$ cat config.mk
export PLATFORM = sky130hd
export DESIGN_NAME = cnn_conv_1x1_sched
export DESIGN_NICKNAME = d
export VERILOG_FILES = /design/src/rtl/cnn_conv_1x1_sched.sv
export SDC_FILE = /design/constraint.sdc
export NUM_CORES = 1
export LEC_CHECK = 0
export ABC_AREA = 1
export CORE_ASPECT_RATIO = 1.2
export CORE_MARGIN = 10
export CORE_UTILIZATION = 55
export CTS_BUF_LIST = sky130_fd_sc_hd__clkbuf_2 sky130_fd_sc_hd__clkbuf_4 sky130_fd_sc_hd__clkbuf_8
export DETAILED_ROUTE_END_ITERATION = 6
export PLACE_DENSITY_LB_ADDON = 0.12
export SETUP_SLACK_MARGIN = 0.02
export SLEW_MARGIN = 20
export SYNTH_ARGS = -nofsm -noshare
export SYNTH_HDL_FRONTEND = slang
export SYNTH_SLANG_ARGS = --single-unit
$ cat constraint.sdc
create_clock -name clk -period 8.4 [get_ports clk]
set_input_delay 1.68 -clock clk [delete_from_list [all_inputs] [get_ports clk]]
set_output_delay 1.68 -clock clk [all_outputs]
set_load 0.005 [all_outputs]
$ cat src/rtl/cnn_conv_1x1_sched.sv
// Sequencer for the 1x1 convolution datapath: per output channel it streams weights
// from RAM into the conv core, opens one full input pixel pass, then drains the adder results.
module cnn_conv_1x1_sched #(
    parameter int DATA_WIDTH      = 16,
    parameter int IMAGE_WIDTH     = 306,
    parameter int IMAGE_HEIGHT    = 306,
    parameter int CHANNEL_NUM_IN  = 64,
    parameter int CHANNEL_NUM_OUT = 128,
    parameter int ADDR_WIDTH      = 13
) (
    input  logic                  clk,
    input  logic                  reset,
    input  logic                  start,
    input  logic                  stride2_in,
    output logic                  wt_rd_en,
    output logic [ADDR_WIDTH-1:0] wt_rd_addr,
    input  logic [DATA_WIDTH-1:0] wt_rd_data,
    output logic                  valid_weight_out,
    output logic [DATA_WIDTH-1:0] weight_out,
    output logic                  stride2,
    output logic                  pxl_en,
    input  logic                  pxl_valid_in,
    input  logic                  res_valid_in,
    output logic [7:0]            oc_idx,
    output logic                  busy,
    output logic                  done,
    output logic                  err
);

    localparam int PIXEL_BEATS = IMAGE_WIDTH * IMAGE_HEIGHT * CHANNEL_NUM_IN;
    localparam int CNT_W       = $clog2(PIXEL_BEATS + 1);
    localparam int RD_W        = $clog2(CHANNEL_NUM_IN + 1);

    localparam logic [CNT_W-1:0] PIX_LAST = CNT_W'(PIXEL_BEATS - 1);
    localparam logic [CNT_W-1:0] OUT_S1   = CNT_W'(IMAGE_WIDTH * IMAGE_HEIGHT);
    localparam logic [CNT_W-1:0] OUT_S2   = CNT_W'((IMAGE_WIDTH / 2) * (IMAGE_HEIGHT / 2));
    localparam logic [RD_W-1:0]  RD_LAST  = RD_W'(CHANNEL_NUM_IN - 1);
    localparam logic [7:0]       OC_LAST  = 8'(CHANNEL_NUM_OUT - 1);

    typedef enum logic [2:0] {
        S_IDLE,
        S_LOAD,
        S_STREAM,
        S_DRAIN,
        S_DONE
    } state_t;

    state_t                  state_q, state_d;
    logic                    wt_rd_en_q, wt_rd_en_d;
    logic [ADDR_WIDTH-1:0]   wt_rd_addr_q, wt_rd_addr_d;
    logic [RD_W-1:0]         rd_cnt_q, rd_cnt_d;
    logic                    rd_en_dly_q, rd_en_dly_d;
    logic                    valid_weight_q, valid_weight_d;
    logic [DATA_WIDTH-1:0]   weight_q, weight_d;
    logic                    stride2_q, stride2_d;
    logic                    pxl_en_q, pxl_en_d;
    logic [CNT_W-1:0]        pix_cnt_q, pix_cnt_d;
    logic [CNT_W-1:0]        res_cnt_q, res_cnt_d;
    logic [7:0]              oc_idx_q, oc_idx_d;
    logic                    busy_q, busy_d;
    logic                    done_q, done_d;
    logic                    err_q, err_d;

    logic [CNT_W-1:0]        out_beats;
    logic                    res_window;
    logic                    pix_ok;
    logic                    res_ok;
    logic                    res_over;

    assign out_beats  = stride2_q ? OUT_S2 : OUT_S1;
    assign res_window = (state_q == S_STREAM) || (state_q == S_DRAIN);
    assign pix_ok     = pxl_valid_in && pxl_en_q;
    assign res_over   = res_cnt_q >= out_beats;
    assign res_ok     = res_valid_in && res_window && !res_over;

    always_comb begin
        state_d        = state_q;
        wt_rd_en_d     = wt_rd_en_q;
        wt_rd_addr_d   = wt_rd_addr_q;
        rd_cnt_d       = rd_cnt_q;
        rd_en_dly_d    = wt_rd_en_q;
        valid_weight_d = rd_en_dly_q;
        weight_d       = rd_en_dly_q ? wt_rd_data : weight_q;
        stride2_d      = stride2_q;
        pxl_en_d       = pxl_en_q;
        pix_cnt_d      = pix_cnt_q;
        res_cnt_d      = res_cnt_q;
        oc_idx_d       = oc_idx_q;
        busy_d         = busy_q;
        done_d         = 1'b0;
        err_d          = err_q
                         | (pxl_valid_in && !pxl_en_q)
                         | (res_valid_in && !res_window)
                         | (res_valid_in && res_window && res_over);

        // Offending beats are dropped; legal pixel and result beats may coincide.
        if (pix_ok) begin
            pix_cnt_d = pix_cnt_q + CNT_W'(1);
        end
        if (res_ok) begin
            res_cnt_d = res_cnt_q + CNT_W'(1);
        end

        case (state_q)
            S_IDLE: begin
                if (start) begin
                    stride2_d    = stride2_in;
                    oc_idx_d     = 8'd0;
                    wt_rd_en_d   = 1'b1;
                    wt_rd_addr_d = '0;
                    rd_cnt_d     = '0;
                    pix_cnt_d    = '0;
                    res_cnt_d    = '0;
                    busy_d       = 1'b1;
                    state_d      = S_LOAD;
                end
            end

            S_LOAD: begin
                if (wt_rd_en_q) begin
                    rd_cnt_d = rd_cnt_q + RD_W'(1);
                    if (rd_cnt_q == RD_LAST) begin
                        wt_rd_en_d = 1'b0;
                    end else begin
                        wt_rd_addr_d = wt_rd_addr_q + ADDR_WIDTH'(1);
                    end
                end
                // The read burst is contiguous, so the last weight is the one with no read behind it.
                if (valid_weight_q && !rd_en_dly_q) begin
                    pxl_en_d = 1'b1;
                    state_d  = S_STREAM;
                end
            end

            S_STREAM: begin
                if (pix_ok && (pix_cnt_q == PIX_LAST)) begin
                    pxl_en_d = 1'b0;
                    state_d  = S_DRAIN;
                end
            end

            S_DRAIN: begin
                // A channel may already be complete on entry if results arrived during the stream.
                if (res_cnt_d == out_beats) begin
                    if (oc_idx_q == OC_LAST) begin
                        done_d  = 1'b1;
                        busy_d  = 1'b0;
                        state_d = S_DONE;
                    end else begin
                        oc_idx_d     = oc_idx_q + 8'd1;
                        wt_rd_en_d   = 1'b1;
                        wt_rd_addr_d = wt_rd_addr_q + ADDR_WIDTH'(1);
                        rd_cnt_d     = '0;
                        pix_cnt_d    = '0;
                        res_cnt_d    = '0;
                        state_d      = S_LOAD;
                    end
                end
            end

            S_DONE: begin
                state_d = S_IDLE;
            end

            default: begin
                state_d = S_IDLE;
            end
        endcase
    end

    always_ff @(posedge clk) begin
        if (reset) begin
            state_q        <= S_IDLE;
            wt_rd_en_q     <= 1'b0;
            wt_rd_addr_q   <= '0;
            rd_cnt_q       <= '0;
            rd_en_dly_q    <= 1'b0;
            valid_weight_q <= 1'b0;
            weight_q       <= '0;
            stride2_q      <= 1'b0;
            pxl_en_q       <= 1'b0;
            pix_cnt_q      <= '0;
            res_cnt_q      <= '0;
            oc_idx_q       <= 8'd0;
            busy_q         <= 1'b0;
            done_q         <= 1'b0;
            err_q          <= 1'b0;
        end else begin
            state_q        <= state_d;
            wt_rd_en_q     <= wt_rd_en_d;
            wt_rd_addr_q   <= wt_rd_addr_d;
            rd_cnt_q       <= rd_cnt_d;
            rd_en_dly_q    <= rd_en_dly_d;
            valid_weight_q <= valid_weight_d;
            weight_q       <= weight_d;
            stride2_q      <= stride2_d;
            pxl_en_q       <= pxl_en_d;
            pix_cnt_q      <= pix_cnt_d;
            res_cnt_q      <= res_cnt_d;
            oc_idx_q       <= oc_idx_d;
            busy_q         <= busy_d;
            done_q         <= done_d;
            err_q          <= err_d;
        end
    end

    assign wt_rd_en         = wt_rd_en_q;
    assign wt_rd_addr       = wt_rd_addr_q;
    assign valid_weight_out = valid_weight_q;
    assign weight_out       = weight_q;
    assign stride2          = stride2_q;
    assign pxl_en           = pxl_en_q;
    assign oc_idx           = oc_idx_q;
    assign busy             = busy_q;
    assign done             = done_q;
    assign err              = err_q;

endmodule

==> results.sh <==
export IMPL_synth_seq_cells=101
export IMPL_cp_arrival_ns=5.48
export IMPL_synth_top_family_by_area="simple AND/OR/NAND/NOR gates"
export IMPL_port_buffers=65
export IMPL_reg2reg_to="pix_cnt_q[2]"
export IMPL_hold_path_end="res_cnt_q[20]"
export IMPL_cp_data_required_time_ns=8.70
export IMPL_clk_pin_slew_ns=0.12
export IMPL_yosysSeqAreaShare_pct=35.8
export IMPL_gp_congestion=0.926
export IMPL_cts_tree="done"
export IMPL_drt_pass1_iterations=6
export IMPL_cts_sinks=101
export IMPL_finalNetCount=963
export IMPL_max_cap_violations=0
export IMPL_wl_per_cell_um=13.6
export IMPL_cts_inserted_buffers=9
export IMPL_drc_errors=0
export IMPL_cp_max_fo=23
export IMPL_synth_fp_nets=909
export IMPL_drv_slew=0
export IMPL_synth_area_top_cells="dfxtp_1, nand2_1, nor2_1"
export IMPL_hold_path_depth=2
export IMPL_via_per_inst=5.17
export IMPL_synth_xor_area_share_pct=3.88
export IMPL_seq_power_share_pct=40.4
export IMPL_status="finished clean"
export IMPL_synthCells=872
export IMPL_critical_path_class="flop to flop"
export IMPL_syn_area_um2=5640
export IMPL_dp_cells=1041
export IMPL_muxShareOfSynthArea_pct=0
export IMPL_switching_share_pct=41.5
export IMPL_p_leak_nw=2.79
export IMPL_worst_pin_slew_ns=0.687
export IMPL_grt_max_degree=42
export IMPL_drt_total_wl_um=14400
export IMPL_holdBufCountCts=0
export IMPL_drtIter0Drc=359
export IMPL_synth_fa_ha_area_share_pct=3.33
export IMPL_synth_top_cell_by_area="dfxtp_1"
export IMPL_die_y_um=131
export IMPL_drive_above_1_share_pct=4.08
export IMPL_r2r_setup_slack_ns=3.22
export IMPL_finalNonFillerCells=1057
export IMPL_yosysTopAreaCellShare_pct=35.8
export IMPL_diodes=0
export IMPL_fmax_ghz=0.193
export IMPL_grtUsageTotal_pct=19.7
export IMPL_overflow=0
export IMPL_holdCritStartpoint="res_cnt_q[20]"
export IMPL_yosys_warnings=0
export IMPL_hold_class="flop to flop"
export IMPL_cp_end_kind="flop"
export IMPL_p_per_area_nw_per_um2=237
export IMPL_antenna_found_initial=0
export IMPL_dp_hpwl_um=11000
export IMPL_synth_compound_area_share_pct=7.16
export IMPL_synth_distinct_cells=37
export IMPL_max_slew_margin_pct=54.1
export IMPL_synth_ff_type="dfxtp_1"
export IMPL_start_util_pct=56.4
export IMPL_row_count=40
export IMPL_clockBufferDepth=2
export IMPL_vias=5460
export IMPL_ir_drop_mv=0.151
export IMPL_post_route_period_util_pct=61.7
export IMPL_fp_dieW_um=112
export IMPL_r2r_start="stride2"
export IMPL_cts_root_buf="clkbuf_8"
export IMPL_finalSetupTns_ns=0
export IMPL_grt_pass1_wl_um=24200
export IMPL_postCtsSetupBuffers=0
export IMPL_setup_violations=0
export IMPL_intPower_w=0.000903
export IMPL_cts_resized=0
export IMPL_htree_levels=3
export IMPL_synth_simple_area_share_pct=38.4
export IMPL_area_growth_synth_to_final_pct=15.6
export IMPL_ioPinCount=66
export IMPL_period_minus_slack_ns=5.18
export IMPL_p_switching_w=0.000641
export IMPL_clk_latency_ns=0.38
export IMPL_rsz0062_at_grt="no"
export IMPL_p_clk_share_pct=21.0
export IMPL_postRouteAntennaNets=0
export IMPL_grt_pass1_vias=5224
export IMPL_dieArea_um2=14700
export IMPL_hold_viol=0
export IMPL_worstSetupStartpointType="flop"
export IMPL_synth_edf_count=0
export IMPL_fin_skew_ns=0.0141
export IMPL_combPwrFrac_pct=38.6
export IMPL_syn_area_per_cell_um2=6.47
export IMPL_core_um2=10000
export IMPL_synth_async_reset_ratio_pct=0
export IMPL_r2r_cells=23
[cells in the mapped netlist (3+ instances only)]
cell        n
a21oi_1    36
buf_2       9
buf_6       6
clkbuf_1    6
dfxtp_1   101
ha_1       15
inv_1     123
nand2_1   204
nand2_2     4
nand3_1    46
nand4_1    22
nor2_1    181
nor3_1     20
nor3_2      4
nor3b_1     8
nor4_1      3
o21ai_0    32
o21ai_1     3
xnor2_1     4
xor2_1     21
[flip-flops by register name, indices dropped and copies added, names as in the netlist]
signal            cells
wt_rd_addr           13
weight_out           16
wt_rd_en              1
valid_weight_out      1
state_q               3
busy                  1
pxl_en                1
oc_idx                8
stride2               1
res_cnt_q            23
pix_cnt_q            23
done                  1
err                   1
rd_en_dly_q           1
rd_cnt_q              7
[power by group through the flow]
stage               Sequential (W)  Clock, W  Combinational (W)
detailed placement        0.000634         0           0.000597
finish                    0.000625  0.000324           0.000596
global route              0.000634  0.000350           0.000689
floorplan                 0.000614         0           0.000438
CTS                       0.000624  0.000331           0.000601
global placement          0.000631         0           0.000577
[area by class of cell]
type | count | area, µm²
Clock inverter | 7 | 86.3
Clock buffer | 9 | 124
Sequential cell | 101 | 2020
Inverter | 128 | 485
Multi-Input combinational cell | 619 | 2980
Fill cell | 951 | 3490
Timing Repair Buffer | 67 | 666
Tap cell | 126 | 158
[cells in the final DEF, fill, tap and decap left out, drive strengths merged]
master and instances:
a21boi 1, a21oi 36, a31oi 2, buf 2
clkbuf 9, clkdlybuf4s50 65, clkinv 5, dfxtp 101
ha 15, inv 130, nand2 209, nand3 48
nand4 24, nor2 182, nor3 24, nor3b 8
nor4 3, o21a 1, o21ai 36, o22ai 2
or2 3, xnor2 4, xor2 21
[stage by stage]
stage          setup WS (ns)  cell area [µm²]  hold slack, ns  utilization, %  power (W)
2_1_floorplan           4.79             5640           0.429               -    0.00105
3_3_place_gp            3.18             6310           0.454            63.0    0.00121
3_5_place_dp            3.03             6310           0.450            63.0    0.00123
4_1_cts                 3.27             6520           0.469            65.1    0.00156
5_1_grt                 2.77             6520           0.495            65.1    0.00167
6_report                3.22             6520           0.467            65.1    0.00154
[logic make-up (layout without fill, tap and decap cells)]
kind of cell             count (synthesis)  count (layout)
AO/OA/AOI/OAI                           78              78
adder cells (fa/ha/maj)                 15              15
buffers and inverters                  152             211
AND/OR/NAND/NOR                        501             501
XOR/XNOR                                25              25
flip-flops                             101             101
[critical path, cell delays in order, from the launching register on]
cell	delay (ns)
dfxtp_1	0.69
inv_1	0.32
ha_1	0.41
nand2_1	0.09
nand2_1	0.05
a21boi_1	0.13
nand2_1	0.06
nand2_1	0.35
nand4_4	0.40
inv_2	0.22
nand2_1	0.11
nand2_1	0.07
nand2_1	0.04
nor2_1	0.11
nand3_1	0.08
nand2_1	0.07
nand2_1	0.08
nand2_2	0.24
nand3_2	0.29
nand2_1	0.61
buf_4	0.36
inv_1	0.17
nand3_1	0.10
inv_1	0.04
[how the worst max path moves through the flow]
stage | end | from
floorplan | pix_cnt_q[21] | pxl_valid_in
global placement | pix_cnt_q[0] | res_valid_in
detailed placement | pix_cnt_q[2] | res_valid_in
CTS | pix_cnt_q[2] | stride2
global route | pix_cnt_q[2] | stride2
finish | pix_cnt_q[2] | stride2
[metal layers]
metal	vias to the layer above	share of wire, %	global-route usage [%]
met5	-	0	0
met4	0	2.2	7.40
met3	29	6.5	5.15
met2	153	50	35.2
met1	2446	41	21.9
li1	2832	-	-
Power figures use the tool's default switching activity.
